File: config.mk
export PLATFORM = sky130hd
export DESIGN_NAME = ngmux_switch_ctrl
export DESIGN_NICKNAME = d
export VERILOG_FILES = /design/src/rtl/ngmux_switch_ctrl.sv
export SDC_FILE = /design/constraint.sdc
export NUM_CORES = 1
export LEC_CHECK = 0
export CAP_MARGIN = 20
export CORE_ASPECT_RATIO = 1.5
export CORE_MARGIN = 3
export CORE_UTILIZATION = 45
export DETAILED_ROUTE_END_ITERATION = 8
export PLACE_DENSITY = 0.8
export SETUP_SLACK_MARGIN = 0.3
export SLEW_MARGIN = 10
export SYNTH_ARGS = -nofsm -noshare
export SYNTH_HDL_FRONTEND = slang
export SYNTH_SLANG_ARGS = --single-unit
export TNS_END_PERCENT = 50
File: constraint.sdc
create_clock -name CLK -period 2 [get_ports CLK]
set_input_delay 0.3 -clock CLK [delete_from_list [all_inputs] [get_ports CLK]]
set_output_delay 0.3 -clock CLK [all_outputs]
set_load 0.05 [all_outputs]
File: src/rtl/ngmux_switch_ctrl.sv
// Sequencer for a glitch-free N-input clock mux: gates the mux output off, moves the
// select while gated, lets it settle, then re-enables. Handles dead sources and fallback.
module ngmux_switch_ctrl #(
    parameter int NUM_CLKS      = 4,
    parameter int SEL_W         = 2,
    parameter int DEFAULT_SEL   = 0,
    parameter int GATE_CYCLES   = 4,
    parameter int SETTLE_CYCLES = 8,
    parameter int AUTO_FALLBACK = 1
) (
    input  logic                CLK,
    input  logic                RST,
    input  logic [SEL_W-1:0]    REQ_SEL,
    input  logic                REQ_VALID,
    output logic                REQ_READY,
    input  logic [NUM_CLKS-1:0] CLK_VALID,
    output logic [SEL_W-1:0]    MUX_SEL,
    output logic                GATE_EN,
    output logic [SEL_W-1:0]    CUR_SEL,
    output logic                BUSY,
    output logic                DONE,
    output logic                ERR,
    output logic                LOST
);
    localparam int NSEL  = 1 << SEL_W;
    localparam int MAXC  = (GATE_CYCLES > SETTLE_CYCLES) ? GATE_CYCLES : SETTLE_CYCLES;
    localparam int CNT_W = $clog2(MAXC + 1);
    localparam logic [SEL_W-1:0] DEF       = SEL_W'(DEFAULT_SEL);
    localparam logic [CNT_W-1:0] GATE_LD   = CNT_W'(GATE_CYCLES - 1);
    localparam logic [CNT_W-1:0] SETTLE_LD = CNT_W'(SETTLE_CYCLES - 1);

    typedef enum logic [1:0] {STARTUP, IDLE, GATE_OFF, SWITCH} state_t;

    state_t           state, state_nxt;
    logic [CNT_W-1:0] cnt, cnt_nxt;
    logic [SEL_W-1:0] mux_sel, mux_nxt, cur_sel, cur_nxt, tgt, tgt_nxt;
    logic             gate_en, gate_nxt, done_nxt, err_nxt, lost_nxt;
    logic             done_q, err_q, lost_q;
    logic [NSEL-1:0]  valid_ext;

    // Unused select codes read as dead sources, so out-of-range requests fall out naturally.
    always_comb begin
        valid_ext                 = '0;
        valid_ext[NUM_CLKS-1:0]   = CLK_VALID;
    end

    always_ff @(posedge CLK or posedge RST) begin
        if (RST) begin
            state   <= STARTUP;
            cnt     <= SETTLE_LD;
            mux_sel <= DEF;
            cur_sel <= DEF;
            tgt     <= DEF;
            gate_en <= 1'b0;
            done_q  <= 1'b0;
            err_q   <= 1'b0;
            lost_q  <= 1'b0;
        end else begin
            state   <= state_nxt;
            cnt     <= cnt_nxt;
            mux_sel <= mux_nxt;
            cur_sel <= cur_nxt;
            tgt     <= tgt_nxt;
            gate_en <= gate_nxt;
            done_q  <= done_nxt;
            err_q   <= err_nxt;
            lost_q  <= lost_nxt;
        end
    end

    always_comb begin
        state_nxt = state;
        cnt_nxt   = cnt;
        mux_nxt   = mux_sel;
        cur_nxt   = cur_sel;
        tgt_nxt   = tgt;
        gate_nxt  = gate_en;
        done_nxt  = 1'b0;
        err_nxt   = 1'b0;
        lost_nxt  = 1'b0;
        case (state)
            // Also the recovery wait after a loss: the settle count restarts whenever the source drops.
            STARTUP: begin
                if (!valid_ext[cur_sel])  cnt_nxt = SETTLE_LD;
                else if (cnt == '0) begin
                    state_nxt = IDLE;
                    gate_nxt  = 1'b1;
                end else                  cnt_nxt = cnt - CNT_W'(1);
            end
            IDLE: begin
                if (!valid_ext[cur_sel]) begin
                    gate_nxt = 1'b0;
                    lost_nxt = 1'b1;
                    if (AUTO_FALLBACK != 0 && cur_sel != DEF) begin
                        tgt_nxt   = DEF;
                        state_nxt = GATE_OFF;
                        cnt_nxt   = GATE_LD;
                    end else begin
                        state_nxt = STARTUP;
                        cnt_nxt   = SETTLE_LD;
                    end
                end else if (REQ_VALID) begin
                    if (!valid_ext[REQ_SEL])    err_nxt  = 1'b1;
                    else if (REQ_SEL == cur_sel) done_nxt = 1'b1;
                    else begin
                        tgt_nxt   = REQ_SEL;
                        gate_nxt  = 1'b0;
                        state_nxt = GATE_OFF;
                        cnt_nxt   = GATE_LD;
                    end
                end
            end
            GATE_OFF, SWITCH: begin
                if (!valid_ext[tgt]) begin
                    // Target died: retarget the default, or wait it out if the default is the casualty.
                    err_nxt = 1'b1;
                    mux_nxt = DEF;
                    tgt_nxt = DEF;
                    cnt_nxt = SETTLE_LD;
                    if (tgt != DEF && valid_ext[DEF]) state_nxt = SWITCH;
                    else begin
                        state_nxt = STARTUP;
                        cur_nxt   = DEF;
                    end
                end else if (cnt != '0) begin
                    cnt_nxt = cnt - CNT_W'(1);
                end else if (state == GATE_OFF) begin
                    mux_nxt   = tgt;
                    state_nxt = SWITCH;
                    cnt_nxt   = SETTLE_LD;
                end else begin
                    gate_nxt  = 1'b1;
                    cur_nxt   = mux_sel;
                    done_nxt  = 1'b1;
                    state_nxt = IDLE;
                end
            end
            default: state_nxt = STARTUP;
        endcase
    end

    assign REQ_READY = (state == IDLE) && valid_ext[cur_sel];
    assign BUSY      = (state != IDLE);
    assign MUX_SEL   = mux_sel;
    assign CUR_SEL   = cur_sel;
    assign GATE_EN   = gate_en;
    assign DONE      = done_q;
    assign ERR       = err_q;
    assign LOST      = lost_q;
endmodule

==> impl.org <==
** Critical path
- Bufs and invs on worst path :: 2
- Slowest Stage Delay on Critical Path :: 0.56 ns
- Largest fanout of any net on the critical path :: 5
- The worst setup path is launched from a flop.
- Walking the worst path, the cells encountered are mux4_2, nor2b_4, buf_6, buf_8.
- Type of the worst setup path :: flop to output port
- Data arrival time of the worst path :: about 1.7 ns
- Data on the critical path is required at its endpoint by roughly 1.7 ns.
- The cell family contributing the most delay on the critical path is multiplexers.
- Master of the slowest instance on the critical path :: mux4_2
- Endpoint class of the critical path :: output port

** Die
- The die covers between 2000 and 3000 um2.
- In this run the vertical extent of the chip is about 63 um.
- Top-level port count :: 19
- Effective utilization at floorplan :: 0.474
- Number of rows in the core area :: 20
- Measured along the x axis, the die boundary spans roughly 44 um.
- Std-Cell Core Area :: between 2000 and 2500 um2

** Min path
- The tightest min-delay check is of the input pin to asynchronous set/reset pin type.

** CTS
- Clock edge transition at the registers on the reported setup and hold paths :: ~0.1 ns
- Root buffer selected by CTS :: clkbuf_4
- Clock sink count :: 16
- Clock buffer count from CTS :: 3
- Deepest level of the CTS H-tree :: 1
- Clock tree from TritonCTS :: done
- Buffers from clock root to sink, at most :: 2
- The later pin in the worst-skew pair is clocked with a latency of around 0.30 ns.

** Run
- # Max-Cap Violations :: 0

** Timing
- Number of hold-slack violations in the final timing report :: 0
- On the final layout, the worst clock skew is 0.00772 ns.
- At the pin with the least slew margin, the transition time is between 0.6 and 0.7 ns.
- Subtracting the final worst setup slack from the clock period gives between 1.5 and 2 ns.
- Final setup violation count :: 0
- Period utilisation layout :: 0.977
- Least setup slack across all paths after layout :: between 0.04 and 0.05 ns
- Unrepaired setup endpoints after global routing :: true
- Final count of pins violating max slew :: 0
- Headroom to the max-slew limit came out at 0.582.
- Derived from the worst setup path, the maximum achievable clock frequency is 0.512 GHz.
- Setup tns final :: 0 ns
- Post-route worst hold slack :: 0.365 ns

** Placement
- DP HPWL :: between 1.5 and 2 mm
- Port Buf Inserts :: 18
- Minimum setup slack after placement :: -0.231 ns
- DP Area :: 1300 um2
- After detailed placement, the design holds a cell count of about 150.
- Routability-driven placement finished with a final weighted congestion of 0.894.

** Finish
- With fillers left out, the area of the finished cells amounts to roughly 1400 um2.
- The repair_antennas step left the layout with diodes totalling 0.
- At the end of the flow the core is filled with cells to 0.704.
- Count of placed standard cells in the final layout, fillers left out :: between 150 and 200
- # fillers :: between 100 and 150
- Number of nets at the end of the flow :: ~150
- Of the cells placed in the final design, the portion with a size suffix greater than 1 is 0.399.
- Area growth from synthesis to layout :: 48.6%

** Power and ir drop
- Standby leakage power :: approximately 0.71 nW
- The completed layout was analyzed and its total power is between 1.5 and 2 mW.
- In this run the power density over the cells is roughly 1100 nW/um2.
- The worst-case IR drop observed on VDD is 0.569 mV.

** Synthesis
- The average instance in the mapped netlist occupies between 10 and 15 um2.
- For this run, the leading register cell type out of synthesis is dfrtp_1.
- Sorting the synthesized cells by area gives the leading types as dfrtp_1 (33%), dfstp_2 (8.1%), mux4_2 (6.9%), mux2_4 (4.6%), nand2_1 (4.6%).
- Most frequently used cell type in the post-synthesis netlist :: dfrtp_1
- Instance count of the mapped netlist :: 95
- Flip-flop and latch count after synthesis :: 16
- Netlist area before placement :: 972 um2
- The commonest cells after synthesis are dfrtp_1 (13), nand2_1 (12), inv_1 (7), o21ai_0 (6), nor2_1 (5).
- Share of the synthesized area in the top cell type :: 0.335
- Count of flip-flops with a built-in enable after synthesis :: 0
- Post-synthesis net count :: around 110
- Share of synthesized flip-flops with an asynchronous set or reset :: 1.00
- Yosys cell types :: 37
- Warning count from the yosys run :: 0
- Share of synthesized area occupied by flip-flops and latches :: 0.416
- Summed over all instances, the cell type with the most area after synthesis is dfrtp_1.

** Status
- Outcome :: finished, final reports clean

** Global route
- Via count of the first global-routing pass :: ~920
- Global routing finished with a remaining overflow of 0.
- The initial antenna violation count was 0.
- Entering global routing, the biggest net connects 17 pins.
- Overall Global Routing Usage :: 0.202
- Wire length of the first global-routing pass :: about 4.2 mm

** Routing
- DRT antenna net count :: 0
- DRC violations left :: 0
- Sum of routed wire length over all layers :: ~2.7 mm
- Drt pass-1 iters :: 4
- Via count :: roughly 950
- Routed wirelength normalized by instance count :: 16.9 um
- DRT iter0 DRCs :: between 40 and 50
- In the routed layout, each cell is associated on average with a via count of a little under 6.
-- routing by layer --
metal  up-vias  wire, um  global-route usage
met4         0        70              0.0792
met2        45      1480               0.359
met3        11       165              0.0317
li1        429         -                   -
met1       463       998               0.227
met5         -         0                   0
-- sequential cells by signal, summed over array words and instances, names as in the netlist --
| register | cells |
|---|---|
| state | 2 |
| cnt | 4 |
| DONE | 1 |
| ERR | 1 |
| tgt | 2 |
| GATE_EN | 1 |
| CUR_SEL | 2 |
| MUX_SEL | 2 |
| LOST | 1 |
-- worst reg2reg max path: stages (launching register included) --
cell and delay (ns):
dfrtp_2 0.39, mux4_2 0.56, nor2b_4 0.16, a21bo_4 0.21
o311a_4 0.23, mux2_4 0.31
-- kinds of logic after synthesis --
logic type	synth area share
AND/OR/NAND/NOR	0.176
flip-flops	0.416
buffers and inverters	0.0386
AO/OA/AOI/OAI	0.183
XOR/XNOR	0.0270
adder cells (fa/ha/maj)	0.0129
multiplexers	0.147
-- where the power goes --
group	switching, mW	internal, mW	total [mW]
clock	0.112	0.111	0.223
combinational	0.489	0.427	0.916
sequential	0.0709	0.417	0.488
total	0.672	0.955	1.63
-- what timing repair did --
action | 4_1_cts | 5_1_grt
resized for setup | 21 | 5
pin swaps | 4 | 2
hold buffers | 0 | 0
endpoints found under the setup margin | 22 | 19
buffers inserted | 6 | 1
-- cell usage in the layout (no fill, tap or decap), types with 2 or more instances in the layout --
master	n
a21oi_1	3
a22o_1	2
a31oi_1	2
buf_4	20
buf_6	5
clkbuf_4	3
clkdlybuf4s50_1	7
dfrtp_1	11
dfrtp_2	2
dfstp_2	3
dlygate4sd2_1	6
dlymetal6s2s_1	3
inv_1	5
inv_2	2
mux2_4	3
mux2i_1	3
mux4_2	3
nand2_1	12
nand3_1	3
nor2_1	5
nor3_1	3
o21ai_0	5
xnor2_1	2
-- worst paths after layout --
kind	startpoint	to	slack [ns]	depth (start not counted)
worst max-delay path	CUR_SEL[0]$_DFFE_PP0P_	REQ_READY	0.05	4
worst min-delay path	RST	MUX_SEL[1]$_DFFE_PP0P_	0.37	2
worst max register to register	CUR_SEL[0]$_DFFE_PP0P_	cnt[0]$_DFFE_PP1P_	0.07	5
worst min register to register	MUX_SEL[1]$_DFFE_PP0P_	MUX_SEL[1]$_DFFE_PP0P_	0.53	2
max in group asynchronous	RST	CUR_SEL[1]$_DFFE_PP0P_	1.20	2
min in group CLK	REQ_SEL[0]	tgt[0]$_DFFE_PP0P_	0.48	4
-- area by class of cell --
type	count	area [um2]	share of cell area
tap	22	27.5	0.0190
timing repair buffer	42	382	0.264
multi-input combinational	69	567	0.392
inverter	7	26.3	0.0182
sequential	16	407	0.281
clock buffer	4	36.3	0.0251
(Power assumes the default switching activity.)
